--- config.mk ---
export PLATFORM = sky130hd
export DESIGN_NAME = serial_adder_flat
export DESIGN_NICKNAME = d
export VERILOG_FILES = /design/src/rtl/serial_adder_if.sv /design/src/rtl/serial_adder.sv /design/src/flat_wrapper.sv
export SDC_FILE = /design/constraint.sdc
export NUM_CORES = 1
export LEC_CHECK = 0
export CORE_ASPECT_RATIO = 0.7
export CORE_MARGIN = 2
export CORE_UTILIZATION = 54
export DETAILED_ROUTE_END_ITERATION = 10
export PLACE_DENSITY_LB_ADDON = 0.2
export REMOVE_ABC_BUFFERS = 1
export SYNTH_ARGS = -nofsm -noshare
export SYNTH_HDL_FRONTEND = slang
export SYNTH_SLANG_ARGS = --single-unit
--- constraint.sdc ---
create_clock -name clk -period 4.88 [get_ports clk]
set_clock_uncertainty 0.1 [all_clocks]
set_input_delay 0.976 -clock clk [delete_from_list [all_inputs] [get_ports clk]]
set_output_delay 0.976 -clock clk [all_outputs]
set_load 0.05 [all_outputs]
--- src/rtl/serial_adder_if.sv ---
// rtl/serial_adder_if.sv - operand/result handshake bundle for serial_adder
interface serial_adder_if #(
    parameter int WIDTH = 32
);
    logic             in_valid;
    logic             in_ready;
    logic [WIDTH-1:0] a;
    logic [WIDTH-1:0] b;
    logic             sub;
    logic             out_valid;
    logic             out_ready;
    logic [WIDTH-1:0] sum;
    logic             cout;
    logic             overflow;

    modport master (
        output in_valid, a, b, sub, out_ready,
        input  in_ready, out_valid, sum, cout, overflow
    );

    modport slave (
        input  in_valid, a, b, sub, out_ready,
        output in_ready, out_valid, sum, cout, overflow
    );
endinterface

--- src/rtl/serial_adder.sv ---
// rtl/serial_adder.sv - bit-serial add/sub, LSB first; SERIAL_ADDER_OVF_EN enables signed overflow
module serial_adder #(
    parameter int WIDTH = 32
) (
    input logic          clk,
    input logic          reset,
    serial_adder_if.slave bus
);
    localparam int CW = (WIDTH > 1) ? $clog2(WIDTH) : 1;

    typedef enum logic [1:0] {
        IDLE = 2'd0,
        RUN  = 2'd1,
        DONE = 2'd2
    } state_t;

    state_t           state_q;
    state_t           state_d;
    logic [WIDTH-1:0] a_sr;
    logic [WIDTH-1:0] b_sr;
    logic [WIDTH-1:0] sum_q;
    logic             carry;
    logic             cout_q;
    logic [CW-1:0]    cnt;
    logic             s_bit;
    logic             c_next;
    logic             last_bit;

    // One full-adder cell; A's vacated MSB doubles as the result shift register
    assign s_bit    = a_sr[0] ^ b_sr[0] ^ carry;
    assign c_next   = (a_sr[0] & b_sr[0]) | (a_sr[0] & carry) | (b_sr[0] & carry);
    assign last_bit = (cnt == CW'(WIDTH - 1));

    assign bus.sum  = sum_q;
    assign bus.cout = cout_q;

    // State register
    always_ff @(posedge clk) begin
        if (reset) begin
            state_q <= IDLE;
        end else begin
            state_q <= state_d;
        end
    end

    // Next state and handshake outputs decoded from the state register
    always_comb begin
        state_d       = state_q;
        bus.in_ready  = 1'b0;
        bus.out_valid = 1'b0;
        unique case (state_q)
            IDLE: begin
                bus.in_ready = 1'b1;
                if (bus.in_valid) begin
                    state_d = RUN;
                end
            end
            RUN: begin
                if (last_bit) begin
                    state_d = DONE;
                end
            end
            DONE: begin
                bus.out_valid = 1'b1;
                if (bus.out_ready) begin
                    state_d = IDLE;
                end
            end
            default: state_d = IDLE;
        endcase
    end

    // Operand load, bit-serial datapath and result capture on the final bit
    always_ff @(posedge clk) begin
        if (reset) begin
            a_sr   <= '0;
            b_sr   <= '0;
            sum_q  <= '0;
            carry  <= 1'b0;
            cout_q <= 1'b0;
            cnt    <= '0;
        end else begin
            unique case (state_q)
                IDLE: begin
                    if (bus.in_valid) begin
                        a_sr  <= bus.a;
                        b_sr  <= bus.b ^ {WIDTH{bus.sub}};
                        carry <= bus.sub;
                        cnt   <= '0;
                    end
                end
                RUN: begin
                    a_sr  <= {s_bit, a_sr[WIDTH-1:1]};
                    b_sr  <= {1'b0, b_sr[WIDTH-1:1]};
                    carry <= c_next;
                    cnt   <= cnt + CW'(1);
                    if (last_bit) begin
                        sum_q  <= {s_bit, a_sr[WIDTH-1:1]};
                        cout_q <= c_next;
                    end
                end
                default: ;
            endcase
        end
    end

`ifdef SERIAL_ADDER_OVF_EN
    logic c_msb_in;
    logic ovf_q;

    // Carry entering the MSB cell is the live carry during the last RUN cycle
    assign c_msb_in     = carry;
    assign bus.overflow = ovf_q;

    // Signed overflow: carry into MSB differs from carry out of MSB
    always_ff @(posedge clk) begin
        if (reset) begin
            ovf_q <= 1'b0;
        end else if (state_q == RUN && last_bit) begin
            ovf_q <= c_msb_in ^ c_next;
        end
    end
`else
    assign bus.overflow = 1'b0;
`endif
endmodule
--- src/flat_wrapper.sv ---
// flat-port wrapper written by rule: the top's interface ports become plain ports
module serial_adder_flat 
#(
    parameter int WIDTH = 32
)
  (clk, reset, bus_in_valid, bus_a, bus_b, bus_sub, bus_out_ready, bus_in_ready, bus_out_valid, bus_sum, bus_cout, bus_overflow);
  serial_adder_if #(.WIDTH(WIDTH)) bus_i ();
  input logic clk;
  input logic reset;
  input wire logic [$bits(bus_i.in_valid)-1:0] bus_in_valid;
  input wire logic [$bits(bus_i.a)-1:0] bus_a;
  input wire logic [$bits(bus_i.b)-1:0] bus_b;
  input wire logic [$bits(bus_i.sub)-1:0] bus_sub;
  input wire logic [$bits(bus_i.out_ready)-1:0] bus_out_ready;
  output wire logic [$bits(bus_i.in_ready)-1:0] bus_in_ready;
  output wire logic [$bits(bus_i.out_valid)-1:0] bus_out_valid;
  output wire logic [$bits(bus_i.sum)-1:0] bus_sum;
  output wire logic [$bits(bus_i.cout)-1:0] bus_cout;
  output wire logic [$bits(bus_i.overflow)-1:0] bus_overflow;
  assign bus_i.in_valid = bus_in_valid;
  assign bus_i.a = bus_a;
  assign bus_i.b = bus_b;
  assign bus_i.sub = bus_sub;
  assign bus_i.out_ready = bus_out_ready;
  assign bus_in_ready = bus_i.in_ready;
  assign bus_out_valid = bus_i.out_valid;
  assign bus_sum = bus_i.sum;
  assign bus_cout = bus_i.cout;
  assign bus_overflow = bus_i.overflow;
  serial_adder #(.WIDTH(WIDTH)) u_core (.clk(clk), .reset(reset), .bus(bus_i));
endmodule
==> reports/metrics.csv, run 1 <==
stage,metric,value,unit
route,Iter 0 DRT Violations,428,
critical_path,Worst Path Required,3.80,ns
placed_design,hpwl dp,6.851,mm
placed_design,gpl congestion,0.7361,
route,Post-route DRC,0,
critical_path,CP endpoint kind,output port,
run,maxcap violations,0,
critical_path,Critical Path AT,2.25,ns
power,Power Dens Cells,315.2,nW/um^2
floorplan,die area,9506,sq um
cells_and_area,share of cells above drive strength 1,5.760,%
yosys,synth top area cells,"dfxtp_1 (45%), a21oi_1 (7.1%), xnor2_1 (5.8%)",
yosys,number of synthesized register bits,105,
clock_network,clock transition at the registers of the reported paths,0.07,ns
sta,min Tclk post-route,3.325,ns
cells_and_area,most frequent cells in the layout,"dfxtp_1 (104), clkdlybuf4s50_1 (101), nand2_1 (68)",
sta,final count of pins violating max slew,0,
global_routing,initial antenna violation count,0,
sta,post-layout worst setup margin,1.555,ns
placed_design,pre-CTS setup slack,1.455,ns
clock_network,CTS tree,done,
placed_design,Port Buffers,103,
min_path,worst min path class,flip-flop to flip-flop,
route,Vias,4070,
cells_and_area,Fill cells,703,
floorplan,Initial Utilization,55.61,%
route,Pre-antenna DRT Iters,7,
cells_and_area,area delta synth->final,25.88,%
sta,RSZ-0062 raised after global routing,false,
clock_network,clk buf depth,2,
floorplan,number of I/O pins,105,
sta,period utilisation layout,68.13,%
clock_network,CTS root buf,clkbuf_16,
yosys,yosys warns,0,
critical_path,critical path peak fanout,42,
sta,Max Clock Freq,300.8,MHz
yosys,Synth area leader,dfxtp_1,
global_routing,vias in the first global route,3699,
clock_network,clk sink count,105,
cells_and_area,"most common cell after layout, fill and taps aside",dfxtp_1,
yosys,Syn Area/Cell,8.525,sq um
floorplan,Die H,82.18,microns
global_routing,All-Layer GR Usage,24.02,%
status,run status,"complete, no violations",
yosys,top-area cell type share of the netlist area,44.59,%
clock_network,postcts setup bufs,0,
route,Detail Route Antenna Nets,0,
cells_and_area,Reg area,2103,sq um
clock_network,"Clk Latency, worst-skew pair",0.34,ns
global_routing,global route total overflow,0,
sta,final hold vios,0,
sta,final setup fails,0,
floorplan,Std-Cell Rows,28,
sta,Slew HR,19.02,%
sta,post-route setup TNS,0,ns
global_routing,global-route wire length before repair,18.07,mm
cells_and_area,Final Util,70.00,%
critical_path,critical path class,flip-flop to output port,
cells_and_area,final net count,692,
clock_network,Post-CTS Resized,0,
cells_and_area,area of the multi-input gates,2326,sq um
yosys,number of distinct library cells after synthesis,34,
clock_network,hold-fix buffer count after cts,0,
power,worst vdd ir,209.1,uV
global_routing,largest net degree at the start of global routing,106,
cells_and_area,Antenna Cells,0,
clock_network,H-tree levels,3,
clock_network,total CTS buffers,9,
floorplan,width of the die,115.7,microns
route,WL/cell,15.15,microns
power,leakage,2.052,nW
critical_path,CP Launch Type,flip-flop,
route,final wirelength,11.29,mm
yosys,Post-Synthesis Cells,553,
route,vias per std cell,5.463,
yosys,register area share after synthesis,44.59,%
yosys,cell area after synthesis,4715,sq um
floorplan,core area,8478,sq um
sta,worst slew pin tran,1.211,ns
final cells by class:
cell class / count / share of cell area, %
Tap cell: 120 / 2.530
Clock buffer: 13 / 4.385
Multi-Input combinational cell: 393 / 39.19
Clock inverter: 3 / 0.2530
Sequential cell: 105 / 35.44
Inverter: 1 / 0.06325
Timing Repair Buffer: 110 / 18.13
per-layer routing:
layer / routed length, microns / vias to the layer above / track usage (%)
met5: 0 / - / 0
met4: 197 / 0 / 8.571
met3: 582 / 18 / 5.547
met2: 5217 / 121 / 37.54
met1: 5290 / 1893 / 32.94
li1: - / 2038 / -
logic make-up (layout without fill, tap and decap cells):
group           Yosys count  in the layout  synth area share [%]
simple gates            219            219                 24.39
compound gates          137            137                 17.70
flops                   105            105                 44.59
buf+inv                  55            127                 6.130
xor+xnor                 32             32                 5.945
fa+ha+maj                 3              3                0.9553
other cells               1              1               0.07954
mux                       1              1                0.2123
through the flow:
step | power, mW | area, sq um | instances | hold WS (ns)
2_1_floorplan | 1.091 | 4429 | 499 | 0.3341
3_3_place_gp | 1.199 | 5659 | 729 | 0.3422
4_1_cts | 1.877 | 5934 | 745 | 0.3555
3_5_place_dp | 1.209 | 5659 | 729 | 0.3466
6_report | 1.871 | 5934 | 745 | 0.3521
5_1_grt | 1.940 | 5934 | 745 | 0.3676
cells in the mapped netlist:
master    count
nand2b_1     34
clkbuf_2      2
a32oi_1       1
or3b_2        8
dfxtp_1     105
buf_6         3
and3_1        1
nand3b_1      3
xnor2_1      31
nor3_1       34
xor2_1        1
a21oi_1      67
nand2_1      68
o21bai_4      1
ha_1          2
mux2i_1       1
buf_1         2
buf_4         7
or3b_1       26
inv_1         1
o21ba_2       1
a211oi_1      1
nor2_2        1
a22oi_1      33
clkbuf_1     15
buf_2        25
nor2b_1       2
nor2_1       38
fa_1          1
a31oi_1       2
conb_1        1
and3b_1       1
o22ai_1      31
nand3_1       3
critical path: stages (launching register included):
cell	delay [ns]
dfxtp_1	0.31
buf_4	0.40
nor2b_1	0.32
clkdlybuf4s50_1	0.85
state kept, by name (all words and copies together) (netlist names):
register	flops
u_core.bus.cout	1
u_core.bus.sum	32
u_core.a_sr	32
u_core.cnt	5
u_core.b_sr	32
u_core.state_q	2
u_core.carry	1
power by group:
group	total [mW]	switching (mW)	internal, mW
Combinational	0.251	0.117	0.135
Sequential	0.943	0.0370	0.906
Clock	0.677	0.305	0.372
worst paths after layout:
check / startpoint / end / slack (ns) / cells after the start
hold / removal: u_core.bus.sum[17]$_SDFFE_PP0P_ / u_core.bus.sum[17]$_SDFFE_PP0P_ / 0.35 / 2
setup reg to reg: u_core.state_q[0]$_SDFFE_PP0P_ / u_core.cnt[3]$_SDFFE_PP0P_ / 2.36 / 5
setup / recovery: u_core.state_q[1]$_SDFFE_PP0P_ / bus_out_valid / 1.56 / 3
hold reg to reg: u_core.bus.sum[17]$_SDFFE_PP0P_ / u_core.bus.sum[17]$_SDFFE_PP0P_ / 0.35 / 2
No activity file was read; power rests on OpenSTA's default activity.
==> run 2: changes to the inputs <==
- CORE_UTILIZATION: 54 -> 50
- clock period: 4.88 -> 3.2 ns (I/O delays scaled with it)
==> run 2 against run 1 <==
Net effect:
- clock power is 61% higher
- clock-buffer cell count is 1 lower
- register-to-register slack worse by 1.4 ns
- sequential share of layout area is 0.36 points lower
- via count is 0.52% higher
- non-clock buffer count is 5 higher
- global-route usage is 2.0 points lower
- wire length is 0.33% lower
- first-iteration DRC count is 15% lower
==> reports/metrics.csv, run 2 (synthesis results as in run 1) <==
stage,metric,value,unit,change
status,run status,"complete, no violations",,
sta,final setup fails,0,,unchanged
cells_and_area,area delta synth->final,27.26,%,
global_routing,initial antenna violation count,0,,unchanged
placed_design,pre-CTS setup slack,0.6352,ns,-0.8193 ns
cells_and_area,share of cells above drive strength 1,6.677,%,+0.92 points
cells_and_area,fin area,6000,sq um,+1.1%
route,vias per std cell,5.433,,-0.55%
route,WL/cell,14.94,microns,-1.4%
placed_design,dpl cell area,5703,sq um,+0.77%
cells_and_area,"most common cell after layout, fill and taps aside",dfxtp_1,,
placed_design,gpl congestion,0.7568,,+2.8%
route,Pre-antenna DRT Iters,5,,-2
cells_and_area,Antenna Cells,0,,unchanged
power,worst vdd ir,285.6,uV,+37%
clock_network,clk buf depth,2,,unchanged
sta,final count of pins violating max slew,0,,unchanged
sta,RSZ-0062 raised after global routing,false,,
critical_path,CP endpoint kind,output port,,
route,Detail Route Antenna Nets,0,,unchanged
clock_network,clock transition at the registers of the reported paths,0.06,ns,about the same
sta,final hold vios,0,,unchanged
floorplan,number of I/O pins,105,,unchanged
floorplan,Initial Utilization,51.77,%,-3.8 points
placed_design,Port Buffers,103,,unchanged
sta,Max Clock Freq,377.0,MHz,
global_routing,largest net degree at the start of global routing,53,,-50%
route,Iter 0 DRT Violations,362,,-15%
floorplan,die area,10230,sq um,+7.7%
sta,period utilisation layout,82.90,%,
route,final wirelength,11.25,mm,-0.33%
power,power consumption,2.916,mW,+56%
floorplan,core area,9107,sq um,+7.4%
clock_network,Post-CTS Resized,0,,unchanged
placed_design,hpwl dp,7.396,mm,+8.0%
cells_and_area,final net count,697,,+0.72%
floorplan,Die H,85.24,microns,+3.7%
run,maxcap violations,0,,unchanged
sta,post-layout worst setup margin,0.5472,ns,-1.008 ns
critical_path,Critical Path AT,1.91,ns,-0.34 ns
global_routing,vias in the first global route,3729,,+0.81%
cells_and_area,Final Util,65.87,%,-4.1 points
power,Power Dens Cells,486.1,nW/um^2,+54%
cells_and_area,most frequent cells in the layout,"dfxtp_1 (103), clkdlybuf4s50_1 (101), nand2_1 (68)",,
sta,post-route setup TNS,0,ns,unchanged
clock_network,hold-fix buffer count after cts,0,,unchanged
sta,worst slew pin tran,0.8988,ns,-0.3122 ns
sta,Slew HR,40.08,%,+21 points
power,leakage,2.085,nW,+1.6%
min_path,worst min path class,flip-flop to flip-flop,,
clock_network,H-tree levels,3,,unchanged
global_routing,All-Layer GR Usage,22.01,%,-2.0 points
global_routing,global route total overflow,0,,unchanged
route,Vias,4091,,+0.52%
clock_network,CTS tree,done,,
critical_path,Worst Path Required,2.46,ns,-1.34 ns
critical_path,critical path peak fanout,15,,-64%
critical_path,CP Launch Type,flip-flop,,
placed_design,DP Cell Count,738,,+1.2%
sta,Hold Slack,0.3537,ns,+0.001645 ns
clock_network,total CTS buffers,9,,unchanged
clock_network,"Clk Latency, worst-skew pair",0.34,ns,about the same
route,Post-route DRC,0,,unchanged
clock_network,clk sink count,105,,unchanged
clock_network,postcts setup bufs,0,,unchanged
clock_network,CTS root buf,clkbuf_16,,
cells_and_area,"non-filler cells, final",753,,+1.1%
floorplan,Std-Cell Rows,29,,+3.6%
floorplan,width of the die,120.1,microns,+3.8%
critical_path,critical path class,flip-flop to output port,,
sta,min Tclk post-route,2.653,ns,
global_routing,global-route wire length before repair,18.23,mm,+0.87%
## run 2: cell count changes in the layout (fill, tap and decap cells not counted), sizes merged
cell,previous run,this run
buf,9,14
bufinv,0,1
clkbuf,13,12
clkinv,3,2
## run 2: metal layers
metal  share of wire [%]  wire length (microns)  up-vias  track usage, %
li1                    -                      -     2043               -
met1                  46                   5231     1920           30.75
met2                  48                   5360      116           34.87
met3                 4.7                    526       12           4.301
met4                 1.2                    132        0           6.203
met5                   0                      0        -               0
## run 2: layout make-up
class | instances | area (sq um)
clock buffers | 12 | 256.5
clock inverters | 3 | 40.04
fillers | 792 | 3108
inverters | 1 | 3.754
multi-input cells | 393 | 2326
flip-flops and latches | 105 | 2105
well taps | 124 | 155.1
repair buffers | 115 | 1114
## run 2: final timing paths
check / start / to / slack [ns] / cells after the start
max: u_core.state_q[1]$_SDFFE_PP0P_ / bus_out_valid / 0.55 / 2
min: u_core.bus.sum[5]$_SDFFE_PP0P_ / u_core.bus.sum[5]$_SDFFE_PP0P_ / 0.35 / 2
max reg2reg: u_core.cnt[0]$_SDFFE_PP0P_ / u_core.bus.sum[9]$_SDFFE_PP0P_ / 0.95 / 7
min reg2reg: u_core.bus.sum[5]$_SDFFE_PP0P_ / u_core.bus.sum[5]$_SDFFE_PP0P_ / 0.35 / 2
## run 2: power breakdown
group          switching, mW  internal (mW)  total, mW
Clock                  0.446          0.642       1.09
Combinational          0.183          0.209      0.392
Sequential            0.0544           1.38       1.44
## run 2: worst max-delay path: stages (launching register included)
cell and delay [ns]:
dfxtp_2 0.51, nor2b_1 0.23, clkdlybuf4s50_1 0.84
